--- src/rtl/gb_dma_pkg.sv ---
// gb_dma_pkg: shared state type, register addresses and source page remap for the OAM DMA controller
package gb_dma_pkg;
  typedef enum logic [1:0] {DMA_IDLE, DMA_START, DMA_XFER} dma_state_t;
  localparam logic [15:0] DMA_REG_ADDR   = 16'hFF46;
  localparam logic [15:0] HRAM_LO        = 16'hFF80;
  localparam logic [15:0] HRAM_HI        = 16'hFFFE;
  localparam logic [7:0]  ECHO_PAGE_BASE = 8'hE0;
  // Pages $E0-$FF read through the echo of work RAM; every other page passes unchanged
  function automatic logic [7:0] remap_page(input logic [7:0] p);
    return (p >= ECHO_PAGE_BASE) ? {3'b110, p[4:0]} : p;
  endfunction
endpackage

--- src/rtl/gb_oam_dma.sv ---
// gb_oam_dma: OAM DMA engine copying OAM_BYTES bytes from page XX00 into OAM after a $FF46 write
// Ports: clk, reset (synchronous, active-high);
//   cpu_addr/cpu_wr/cpu_di trigger the transfer, cpu_do reads back the last $FF46 value;
//   cpu_blocked suppresses CPU bus accesses; dma_active marks a transfer in progress;
//   src_rd/src_addr/src_data source bus (sync RAM, data valid one clk after src_rd);
//   oam_wr/oam_addr/oam_data OAM write port.
// Build option: GB_DMA_CPU_BLOCK_EN blocks CPU accesses outside $FF00-$FFFF while active.
module gb_oam_dma
  import gb_dma_pkg::*;
#(
  parameter int unsigned OAM_BYTES    = 160,
  parameter int unsigned CYC_PER_BYTE = 4,
  parameter int unsigned START_DELAY  = 4
) (
  input  logic        clk,
  input  logic        reset,
  input  logic [15:0] cpu_addr,
  input  logic        cpu_wr,
  input  logic [7:0]  cpu_di,
  output logic [7:0]  cpu_do,
  output logic        cpu_blocked,
  output logic        dma_active,
  output logic        src_rd,
  output logic [15:0] src_addr,
  input  logic [7:0]  src_data,
  output logic        oam_wr,
  output logic [7:0]  oam_addr,
  output logic [7:0]  oam_data
);
  localparam int PW = (CYC_PER_BYTE > 1) ? $clog2(CYC_PER_BYTE) : 1;
  localparam int CW = (START_DELAY > 1) ? $clog2(START_DELAY) : 1;

  dma_state_t    state_q, state_d;
  logic [CW-1:0] cnt_q, cnt_d;
  logic [PW-1:0] phase_q, phase_d;
  logic [7:0]    idx_q, idx_d;
  logic [7:0]    page_q, page_d;
  logic [7:0]    cpu_do_q, cpu_do_d;
  logic          hit_q, hit_d;
  logic          dma_active_q, dma_active_d;
  logic          src_rd_q, src_rd_d;
  logic [15:0]   src_addr_q, src_addr_d;
  logic          oam_wr_q, oam_wr_d;
  logic [7:0]    oam_addr_q, oam_addr_d;
  logic [7:0]    oam_data_q, oam_data_d;
  logic          trig;

  // A write held over several clk is one trigger: only the rising edge of the decode counts
  assign hit_d = cpu_wr && cpu_addr == DMA_REG_ADDR;
  assign trig  = hit_d && !hit_q;

  always_comb begin
    state_d  = state_q;
    cnt_d    = cnt_q;
    phase_d  = phase_q;
    idx_d    = idx_q;
    page_d   = page_q;
    cpu_do_d = cpu_do_q;
    // Source data arrives during phase 1 and is held for the phase 2 OAM write
    oam_data_d = (state_q == DMA_XFER && phase_q == PW'(1)) ? src_data : oam_data_q;
    if (state_q == DMA_START) begin
      cnt_d = cnt_q + 1'b1;
      if (cnt_q == CW'(START_DELAY - 1)) begin
        state_d = DMA_XFER;
        phase_d = '0;
        idx_d   = '0;
      end
    end else if (state_q == DMA_XFER) begin
      phase_d = phase_q + 1'b1;
      if (phase_q == PW'(CYC_PER_BYTE - 1)) begin
        phase_d = '0;
        idx_d   = idx_q + 1'b1;
        if (idx_q == 8'(OAM_BYTES - 1)) state_d = DMA_IDLE;
      end
    end
    // A trigger restarts from any state; an aborted byte never reaches its write phase
    if (trig) begin
      state_d  = DMA_START;
      cnt_d    = '0;
      phase_d  = '0;
      idx_d    = '0;
      page_d   = remap_page(cpu_di);
      cpu_do_d = cpu_di;
    end
    // Outputs are registered from the next state so they line up with the state they describe
    dma_active_d = state_d != DMA_IDLE;
    src_rd_d     = state_d == DMA_XFER && phase_d == '0;
    src_addr_d   = src_rd_d ? {page_d, idx_d} : src_addr_q;
    oam_wr_d     = state_d == DMA_XFER && phase_d == PW'(2);
    oam_addr_d   = oam_wr_d ? idx_d : oam_addr_q;
  end

  always_ff @(posedge clk) begin
    if (reset) begin
      state_q      <= DMA_IDLE;
      cnt_q        <= '0;
      phase_q      <= '0;
      idx_q        <= '0;
      page_q       <= '0;
      cpu_do_q     <= '0;
      hit_q        <= 1'b0;
      dma_active_q <= 1'b0;
      src_rd_q     <= 1'b0;
      src_addr_q   <= '0;
      oam_wr_q     <= 1'b0;
      oam_addr_q   <= '0;
      oam_data_q   <= '0;
    end else begin
      state_q      <= state_d;
      cnt_q        <= cnt_d;
      phase_q      <= phase_d;
      idx_q        <= idx_d;
      page_q       <= page_d;
      cpu_do_q     <= cpu_do_d;
      hit_q        <= hit_d;
      dma_active_q <= dma_active_d;
      src_rd_q     <= src_rd_d;
      src_addr_q   <= src_addr_d;
      oam_wr_q     <= oam_wr_d;
      oam_addr_q   <= oam_addr_d;
      oam_data_q   <= oam_data_d;
    end
  end

  assign cpu_do     = cpu_do_q;
  assign dma_active = dma_active_q;
  assign src_rd     = src_rd_q;
  assign src_addr   = src_addr_q;
  assign oam_wr     = oam_wr_q;
  assign oam_addr   = oam_addr_q;
  assign oam_data   = oam_data_q;

`ifdef GB_DMA_CPU_BLOCK_EN
  assign cpu_blocked = dma_active_q && !(cpu_addr >= HRAM_LO && cpu_addr <= HRAM_HI) &&
                       cpu_addr[15:8] != 8'hFF;
`else
  assign cpu_blocked = 1'b0;
`endif
endmodule

--- config.mk ---
export PLATFORM = sky130hd
export DESIGN_NAME = gb_oam_dma
export DESIGN_NICKNAME = d
export VERILOG_FILES = /design/src/rtl/gb_dma_pkg.sv /design/src/rtl/gb_oam_dma.sv
export SDC_FILE = /design/constraint.sdc
export NUM_CORES = 1
export LEC_CHECK = 0
export BUFFER_PORTS_ARGS = -buffer_cell sky130_fd_sc_hd__buf_4
export CAP_MARGIN = 20
export CELL_PAD_IN_SITES_DETAIL_PLACEMENT = 1
export CELL_PAD_IN_SITES_GLOBAL_PLACEMENT = 1
export CORE_MARGIN = 1.5
export CORE_UTILIZATION = 41
export DETAILED_ROUTE_END_ITERATION = 6
export GPL_ROUTABILITY_DRIVEN = 0
export HOLD_SLACK_MARGIN = 0.06
export MAX_ROUTING_LAYER = met4
export PLACE_DENSITY = 0.87
export SLEW_MARGIN = 20
export SYNTH_ARGS = -nofsm -noshare
export SYNTH_HDL_FRONTEND = slang
export SYNTH_SLANG_ARGS = --single-unit
--- constraint.sdc ---
create_clock -name clk -period 4.5 [get_ports clk]
set_input_delay 1.35 -clock clk [delete_from_list [all_inputs] [get_ports clk]]
set_output_delay 1.35 -clock clk [all_outputs]
set_load 0.005 [all_outputs]
==> metrics.json <==
{
  "sta": {
    "final-max-slew-violation-count": 0,
    "worst_slew_margin_rel": 0.436,
    "tns_ns": 0,
    "worst_clock_skew_ns": 0.00903,
    "final.min_clock_period_ns": 2.94,
    "grt_setup_unrepaired": "false",
    "final-hold-violation-count": 0,
    "timing.final.crit_share": 0.653,
    "setup_viol": 0,
    "tightestPinTransition_ns": 0.845,
    "fmax_mhz": 340,
    "finalWorstSetupSlack_ns": 1.56
  },
  "global_route": {
    "antenna_violations_before_repair": 0,
    "maximum_number_of_pins_on_one_net_before_global_route_repair": 69,
    "grt_usage": 0.216,
    "grt_pass1_vias": 2513,
    "gr-total-overflow": 0,
    "grt_first_pass_wirelength_mm": 12.1
  },
  "placed_design": {
    "numPortBuffers": 77,
    "post-dp-hpwl_mm": 5.14,
    "detailedPlace.worstSlack_ns": 1.23
  },
  "floorplanning": {
    "die_h_um": 85.9,
    "chipWidth_um": 85.9,
    "area_of_the_core_um2": 6720,
    "fp-row-count": 30,
    "design.die.area_um2": 7380,
    "initial_utilization": 0.420,
    "boundaryPins": 79
  },
  "synthesis": {
    "yosysWarnings": 0,
    "ys_dominant_reg_cell": "sky130_fd_sc_hd__dfxtp_1",
    "synth.top_cells.by_area": "sky130_fd_sc_hd__dfxtp_1 47%, sky130_fd_sc_hd__mux2i_1 7.1%, sky130_fd_sc_hd__nand2b_1 6.4%",
    "synth_top_area_share": 0.469,
    "synth_enable_flop_cells": 0,
    "postSynth.asyncResetShare": 0,
    "synth_seq_cells": 66,
    "syn-num-nets": 345,
    "synth_top_area_cell": "sky130_fd_sc_hd__dfxtp_1",
    "syn_area_um2": 2820,
    "post_synth_most_frequent_cells": "66 x sky130_fd_sc_hd__dfxtp_1, 46 x sky130_fd_sc_hd__nand2_1, 30 x sky130_fd_sc_hd__a21oi_1",
    "syn-mean-instance-area_um2": 9.22,
    "cell_with_the_most_instances_after_synthesis": "sky130_fd_sc_hd__dfxtp_1",
    "seq_area_frac_synth": 0.469,
    "unique_masters_post_synth": 47,
    "postSynthCellCount": 306
  },
  "route": {
    "finalWirelength_mm": 7.53,
    "route.vias.total": 2431,
    "avgViaCountPerCell": 5.27,
    "ant_nets": 0,
    "drt-initial-drc-count": 83,
    "route.detailed.drc": 0,
    "wire_per_inst_um": 16.3,
    "detailedRoute.firstPassIterationCount": 4
  },
  "clock_network": {
    "clk_pin_slew_ns": 0.07,
    "clock_sinks": 66,
    "skew_pair_late_insertion_delay_ns": 0.35,
    "cts_tree": "done",
    "cts_setup_buffers": 0,
    "numCtsBuffers": 9,
    "cts_hold_buffers": 0,
    "cts_buffer_depth": 2,
    "cts-htree-levels": 3,
    "ctsResizeCount": 0,
    "clockRootBuffer": "sky130_fd_sc_hd__clkbuf_8"
  },
  "setup_path": {
    "arrival_ns": 3.17,
    "start_kind": "input port",
    "critPathMaxFanout": 22,
    "cp.required_ns": 4.73,
    "critPathCaptureType": "flop",
    "timing.setup.critical_path_class": "input port to flop"
  },
  "layout": {
    "fraction_of_final_layout_cells_sized_beyond_drive_strength_1": 0.283,
    "fillers": 794,
    "finalNetCount": 415,
    "num_antenna_cells": 0,
    "flow.area_growth_from_synthesis_pct": 30.5
  },
  "run": {
    "cap_viol_max_count": 0
  },
  "power_and_ir_drop": {
    "leakage_dissipation_nw": 1.55,
    "peakVddDrop_mv": 0.175,
    "power.density_nw_per_um2": 354
  },
  "run_status": {
    "outcome": "finished, final reports clean"
  },
  "worst_hold_path": {
    "worst_hold_path_type": "flop to flop"
  }
}
[registers in the layout (all words and copies together), names as in the netlist]
register,cells
idx_q,8
page_q,8
cnt_q,2
cpu_do,8
src_addr,16
state_q,2
src_rd,1
phase_q,2
hit_q,1
oam_wr,1
oam_addr,8
dma_active,1
oam_data,8
[report_power, final]
group,total [mW],leakage (nW),switching [mW],internal [mW]
Sequential,0.583,0.531,0.00000127,0.583
Clock,0.680,0.133,0.239,0.441
Combinational,0.0386,0.884,0.0153,0.0233
[worst max-delay path, cell delays in order]
cell and delay (ns):
sky130_fd_sc_hd__buf_4 0.11, sky130_fd_sc_hd__nor4b_1 0.31, sky130_fd_sc_hd__and4_1 0.29, sky130_fd_sc_hd__nand4b_2 0.12, sky130_fd_sc_hd__buf_4 0.23, sky130_fd_sc_hd__nand3b_1 0.41
sky130_fd_sc_hd__mux2_4 0.35
[cells by family after synthesis]
logic type	Yosys count	share of synthesized area
simple gates	138	0.268
flops	66	0.469
compound gates	48	0.103
mux	26	0.0989
buf+inv	22	0.0395
fa+ha+maj	4	0.0177
other cells	1	0.00133
xor+xnor	1	0.00311
[placed cells by master (no fill, tap or decap), types with 2 or more instances in the layout]
| cell | count |
|---|---|
| sky130_fd_sc_hd__a21oi_1 | 30 |
| sky130_fd_sc_hd__a221o_1 | 2 |
| sky130_fd_sc_hd__buf_4 | 78 |
| sky130_fd_sc_hd__bufinv_16 | 4 |
| sky130_fd_sc_hd__clkbuf_8 | 10 |
| sky130_fd_sc_hd__dfxtp_1 | 66 |
| sky130_fd_sc_hd__ha_1 | 4 |
| sky130_fd_sc_hd__inv_1 | 3 |
| sky130_fd_sc_hd__mux2_2 | 3 |
| sky130_fd_sc_hd__mux2_4 | 3 |
| sky130_fd_sc_hd__mux2i_1 | 20 |
| sky130_fd_sc_hd__nand2_1 | 46 |
| sky130_fd_sc_hd__nand2b_1 | 29 |
| sky130_fd_sc_hd__nand3_1 | 11 |
| sky130_fd_sc_hd__nand3b_1 | 2 |
| sky130_fd_sc_hd__nand4_1 | 2 |
| sky130_fd_sc_hd__nor2_1 | 13 |
| sky130_fd_sc_hd__nor2b_1 | 16 |
| sky130_fd_sc_hd__nor4_1 | 3 |
| sky130_fd_sc_hd__o21ai_0 | 3 |
| sky130_fd_sc_hd__o311ai_0 | 2 |
| sky130_fd_sc_hd__o41ai_1 | 3 |
| sky130_fd_sc_hd__or2_2 | 2 |
| sky130_fd_sc_hd__or4_1 | 2 |
[metal layers]
metal | vias up | global-route usage | wire length [µm]
met5 | - | - | 0
met4 | 0 | 0.0748 | 119
met3 | 12 | 0.0452 | 200
met2 | 40 | 0.372 | 3990
met1 | 1194 | 0.249 | 3220
li1 | 1185 | - | -
[worst paths after layout]
check	slack (ns)	start	depth (start not counted)	to
worst min register to register	0.46	page_q[7]	2	page_q[7]
worst max register to register	1.61	state_q[1]	5	oam_addr[4]
worst max-delay path	1.56	cpu_addr[5]	7	oam_addr[4]
worst min-delay path	0.46	page_q[7]	2	page_q[7]
[per-stage QoR]
step	cells	hold WS [ns]	utilization	cell area [µm²]	total power, mW
final	461	0.459	0.548	3680	1.30
after global routing	461	0.483	0.548	3680	1.34
after CTS	461	0.460	0.548	3680	1.31
after detailed placement	445	0.449	0.507	3410	0.636
after global placement	445	0.440	0.507	3410	0.635
after floorplan	306	0.432	-	2820	0.611
[area by class of cell]
class | count | area (µm²) | share of cell area
multi-input cells | 218 | 1390 | 0.377
flip-flops and latches | 66 | 1320 | 0.359
repair buffers | 78 | 586 | 0.159
clock buffers | 10 | 138 | 0.0374
clock inverters | 6 | 136 | 0.0371
well taps | 80 | 100 | 0.0272
inverters | 3 | 11.3 | 0.00306
No activity file was read; power rests on OpenSTA's default activity.
